$ cat src/rtl/dataflow_source_fifo.sv
// Host-filled FIFO that answers the dataflow graph's req/ack pull handshake.
// Optional stall counter is built only when DATAFLOW_SRC_STALL_CNT_EN is defined.
module dataflow_source_fifo #(
  parameter int data_width = 32,
  parameter int depth_log2 = 4
) (
  input  logic                  clk,
  input  logic                  rst,
  input  logic                  wr_valid,
  output logic                  wr_ready,
  input  logic [data_width-1:0] wr_data,
  input  logic                  req,
  output logic                  ack,
  output logic [data_width-1:0] dout,
  output logic [31:0]           count,
  output logic [depth_log2:0]   level,
  output logic [31:0]           stall_count
);

  localparam int depth = 1 << depth_log2;
  localparam logic [depth_log2:0] full_level = (depth_log2 + 1)'(depth);

  logic [data_width-1:0] mem [depth];
  logic [depth_log2-1:0] wr_ptr;
  logic [depth_log2-1:0] rd_ptr;
  logic                  push;
  logic                  pop;

  // No bypass: a full FIFO refuses writes even on an edge that also pops.
  assign wr_ready = (level < full_level);
  assign push     = wr_valid & wr_ready;
  assign pop      = req & ~ack & (level != '0);

  // NOTE: storage has no reset; the pointers and level define what is valid,
  // so clearing the array would only cost a reset net to every word.
  always_ff @(posedge clk) begin
    if (push) mem[wr_ptr] <= wr_data;
  end

  // NOTE: sequential state uses non-blocking assignments so every register
  // samples pre-edge values, which is what makes "pop uses old level" hold.
  always_ff @(posedge clk) begin
    if (!rst) begin
      wr_ptr <= '0;
      rd_ptr <= '0;
      level  <= '0;
      ack    <= 1'b0;
      dout   <= '0;
      count  <= '0;
    end else begin
      if (push) wr_ptr <= wr_ptr + 1'b1;
      if (pop) begin
        ack    <= 1'b1;
        dout   <= mem[rd_ptr];
        rd_ptr <= rd_ptr + 1'b1;
        count  <= count + 32'd1;
      end else begin
        ack    <= 1'b0;
      end
      if (push && !pop)      level <= level + 1'b1;
      else if (pop && !push) level <= level - 1'b1;
    end
  end

`ifdef DATAFLOW_SRC_STALL_CNT_EN
  logic [31:0] stall_q;

  always_ff @(posedge clk) begin
    if (!rst) begin
      stall_q <= '0;
    end else if (req && !ack && (level == '0)) begin
      stall_q <= stall_q + 32'd1;
    end
  end

  assign stall_count = stall_q;
`else
  assign stall_count = '0;
`endif

endmodule

$ cat config.mk
export PLATFORM = sky130hd
export DESIGN_NAME = dataflow_source_fifo
export DESIGN_NICKNAME = d
export VERILOG_FILES = /design/src/rtl/dataflow_source_fifo.sv
export SDC_FILE = /design/constraint.sdc
export NUM_CORES = 1
export LEC_CHECK = 0
export BUFFER_PORTS_ARGS = -buffer_cell sky130_fd_sc_hd__buf_2
export CAP_MARGIN = 15
export CORE_ASPECT_RATIO = 1.2
export CORE_UTILIZATION = 50
export CTS_CLUSTER_SIZE = 20
export DETAILED_ROUTE_END_ITERATION = 7
export HOLD_SLACK_MARGIN = 0.02
export MAX_ROUTING_LAYER = met4
export PLACE_DENSITY_LB_ADDON = 0.05
export SKIP_LAST_GASP = 1
export SLEW_MARGIN = 5
export SYNTH_ARGS = -nofsm -noshare
export SYNTH_HDL_FRONTEND = slang
export SYNTH_SLANG_ARGS = --single-unit
export TNS_END_PERCENT = 5
$ cat constraint.sdc
create_clock -name clk -period 12.01 [get_ports clk]
set_input_delay 1.8015 -clock clk [delete_from_list [all_inputs] [get_ports clk]]
set_output_delay 1.8015 -clock clk [all_outputs]
set_load 0.01 [all_outputs]
==> results.toml <==
[status]
status = "complete, no violations"

[logic_synthesis]
synth_xor_xnor_area_share_pct = 1.07
syn_inst = 1176
ys_warn_count = 0
synth_simple_gate_area_share_pct = 4.12
synth_top_area_share_pct = 67.4
synth_edf_count = 512
synth-adder-area-share_pct = 0.636
muxShareOfSynthArea_pct = 15.6
yosys.area.top_type = "edfxtp_1"
yosysMostFrequentCell = "edfxtp_1"
synth_top_family_by_area = "multiplexers"
yosys-top-cells-area = "edfxtp_1 (67%), mux4_2 (13%), dfxtp_1 (6.8%), mux2i_1 (2.9%), o221ai_1 (1.2%)"
synth-main-ff-cell = "edfxtp_1"
seq_area_frac_synth_pct = 74.2
ys_seq_elements = 590
synthArstFlopShare_pct = 0
avgSynthCellArea_sq_um = 19.4
synth_cell_types = 44
yosys-top-cells-count = "edfxtp_1 (512), mux4_2 (128), dfxtp_1 (78), mux2i_1 (67)"
syn_area_sq_um = 22800
synth-compound-area-share_pct = 1.99

[timing]
relSlewSlack_pct = 22.1
finClkSkew_ns = 0.0136
min_period_over_period_pct = 32.7
whs_ns = 0.490
max_freq_mhz = 254
setup_violations = 0
worst_slack_ns = 8.08
worstMarginPinSlew_ns = 1.17
slew_viol_final = 0
final.setup.tns_ns = 0
fin_crit_ns = 3.93
rsz0062_at_grt = "no"
hold_viol = 0

[drt]
final_antenna_net_count = 0
vias_per_cell = 5.75
drc_errors = 0
vias = 11300
drt_pass1_iterations = 4
totalWireLength_mm = 49.0
first_iter_violations = 647
wl_per_cell_um = 25.0

[floorplanning]
ios = 139
coreArea_sq_um = 45000
initial_utilization_pct = 50.7
die_h_um = 236
num_rows = 85
dieArea_sq_um = 46500
fp.dieW_um = 197

[power_and_ir_drop]
swShare_pct = 24.4
seqPwrFrac_pct = 49.8
power_switching_mw = 1.19
intPower_mw = 3.67
power_frac_comb_pct = 13.7
power.leakage_nw = 8.35
vdd_ir_drop_max_mv = 0.140
clkPwrFrac_pct = 36.5
power.density_nw_per_um2 = 187

[critical_path]
crit_buf_inv = 3
startpoint_type = "primary input"
crit_start = "req"
cp.depth = 7
ff2ff_path_depth = 5
critPathTopFamily = "simple AND/OR/NAND/NOR gates"
slowest_delay_ns = 0.94
slowest_stage = "or3_2"
setup.worst_path.end = "dout[9]"
worst_ep_required_time_ns = 12.48
rr_startpoint = "rd_ptr[1]"
r2r_slack_ns = 8.51
cp_data_arrival_time_ns = 4.40
cp_cell_sequence = "buf_2 -> nor2b_1 -> o21a_1 -> inv_2 -> buf_4 -> or3_2 -> o221ai_1"
worstSetupPathType = "primary input to flip-flop"
r2r_end = "dout[9]"
crit_fanout = 45
cp-end-kind = "flip-flop"

[layout]
area_delta_synth_final_pct = 13.6
final_area_sq_um = 25900
drive_above_1_share_pct = 27.5
fillers = 3401
final_cells = 1962
multi_input_area_sq_um = 5570
nets = 1351
regArea_sq_um = 16900

[clock_tree]
tritoncts = "built"
clk_pin_slew_ns = 0.06
cts_made_buffers = 57
post_cts_buffers = 0
cts_max_level = 2
hold_buffers = 0
clk_path_buf_depth = 3
cts.sinks = 590
root_buffer = "clkbuf_16"
ctsResizeCount = 0
clk_latency_ns = 0.59

[place]
pre_cts_ws_ns = 7.45
portBuffers = 106
post-dp-hpwl_mm = 26.3
dp_cells = 1854
place_area_sq_um = 24100
place.gp.congestion = 0.787

[global_routing]
antenna_found_initial = 3
grt_max_degree = 56
grt_pass1_vias = 11700
track_usage_pct = 22.5
grt_pass1_wl_mm = 73.8
grt-ovfl-total = 0

[worst_hold_path]
hp-class = "flip-flop to flip-flop"

[flow_run]
maxCapViolations = 0
[worst min-delay path by stage]
stage / startpoint / endpoint / cells after the start
6_report: dout[2] / dout[2] / 2
5_1_grt: dout[30] / dout[30] / 2
4_1_cts: dout[2] / dout[2] / 2
3_5_place_dp: dout[2] / dout[2] / 2
3_3_place_gp: dout[2] / dout[2] / 2
2_1_floorplan: rd_ptr[3] / rd_ptr[3] / 2
[layer usage]
metal / global-route usage [%] / vias to the layer above / wire length [um]
met3: 4.20 / 72 / 2210
met4: 5.54 / 0 / 905
li1: - / 4973 / -
met1: 28.8 / 5982 / 20800
met5: - / - / 0
met2: 37.3 / 254 / 25100
[layout by cell type (no fill, tap or decap), types with 3 or more instances in the layout]
| master | instances |
|---|---|
| mux2i_1 | 67 |
| clkinv_1 | 12 |
| nor3_1 | 7 |
| buf_4 | 27 |
| nor4_1 | 7 |
| mux4_2 | 128 |
| inv_1 | 10 |
| or3_1 | 6 |
| edfxtp_1 | 512 |
| nand3_1 | 44 |
| a21oi_1 | 15 |
| clkinv_2 | 10 |
| nand2_1 | 22 |
| nor2_4 | 12 |
| o21ai_0 | 9 |
| xor2_1 | 15 |
| clkbuf_16 | 58 |
| xnor2_1 | 13 |
| nor2_1 | 36 |
| o221ai_1 | 32 |
| conb_1 | 32 |
| and3_1 | 4 |
| nand2b_1 | 6 |
| clkbuf_1 | 14 |
| buf_2 | 106 |
| nor3_2 | 4 |
| clkbuf_8 | 4 |
| dfxtp_4 | 3 |
| nand4_1 | 15 |
| bufinv_16 | 6 |
| ha_1 | 10 |
| dfxtp_1 | 75 |
[power by group through the flow]
stage                     Combinational [mW]  Clock, mW  Sequential [mW]
after floorplan                        0.470          0             2.44
after global placement                 0.672          0             2.46
after detailed placement               0.676          0             2.47
after CTS                              0.678       1.82             2.42
after global routing                   0.720       1.89             2.43
final                                  0.665       1.78             2.42
[cell type report]
| cell class | count | share of cell area [%] |
|---|---|---|
| multi-input cells | 510 | 21.5 |
| inverters | 12 | 0.174 |
| flip-flops and latches | 590 | 65.4 |
| clock buffers | 77 | 6.04 |
| well taps | 609 | 2.94 |
| diodes | 2 | 0.0193 |
| clock inverters | 29 | 1.14 |
| repair buffers | 133 | 2.83 |
[kinds of logic (layout without fill, tap and decap cells)]
group	Yosys count	count (layout)
AOI/OAI and AO/OA	63	63
xor gates and xnor gates	28	28
adders and majority gates	11	11
buffers and inverters	107	251
DFF	590	590
muxes	195	195
other	1	34
and+or+nand+nor	181	181
[metrics by stage]
| stage | power [mW] | utilization, % |
|---|---|---|
| floorplan | 2.91 | - |
| global placement | 3.14 | 53.5 |
| detailed placement | 3.14 | 53.5 |
| CTS | 4.92 | 57.6 |
| global route | 5.05 | 57.6 |
| finish | 4.86 | 57.6 |
[sequential cells by signal (all words and copies together) (netlist names)]
name / count
ack: 1
mem: 512
count: 32
level: 5
dout: 32
rd_ptr: 4
wr_ptr: 4
[worst min-delay path: stages (launching register included)]
cell and delay (ns):
dfxtp_1 0.32, nand3_1 0.06, o221ai_1 0.07
No activity file was read; power rests on OpenSTA's default activity.
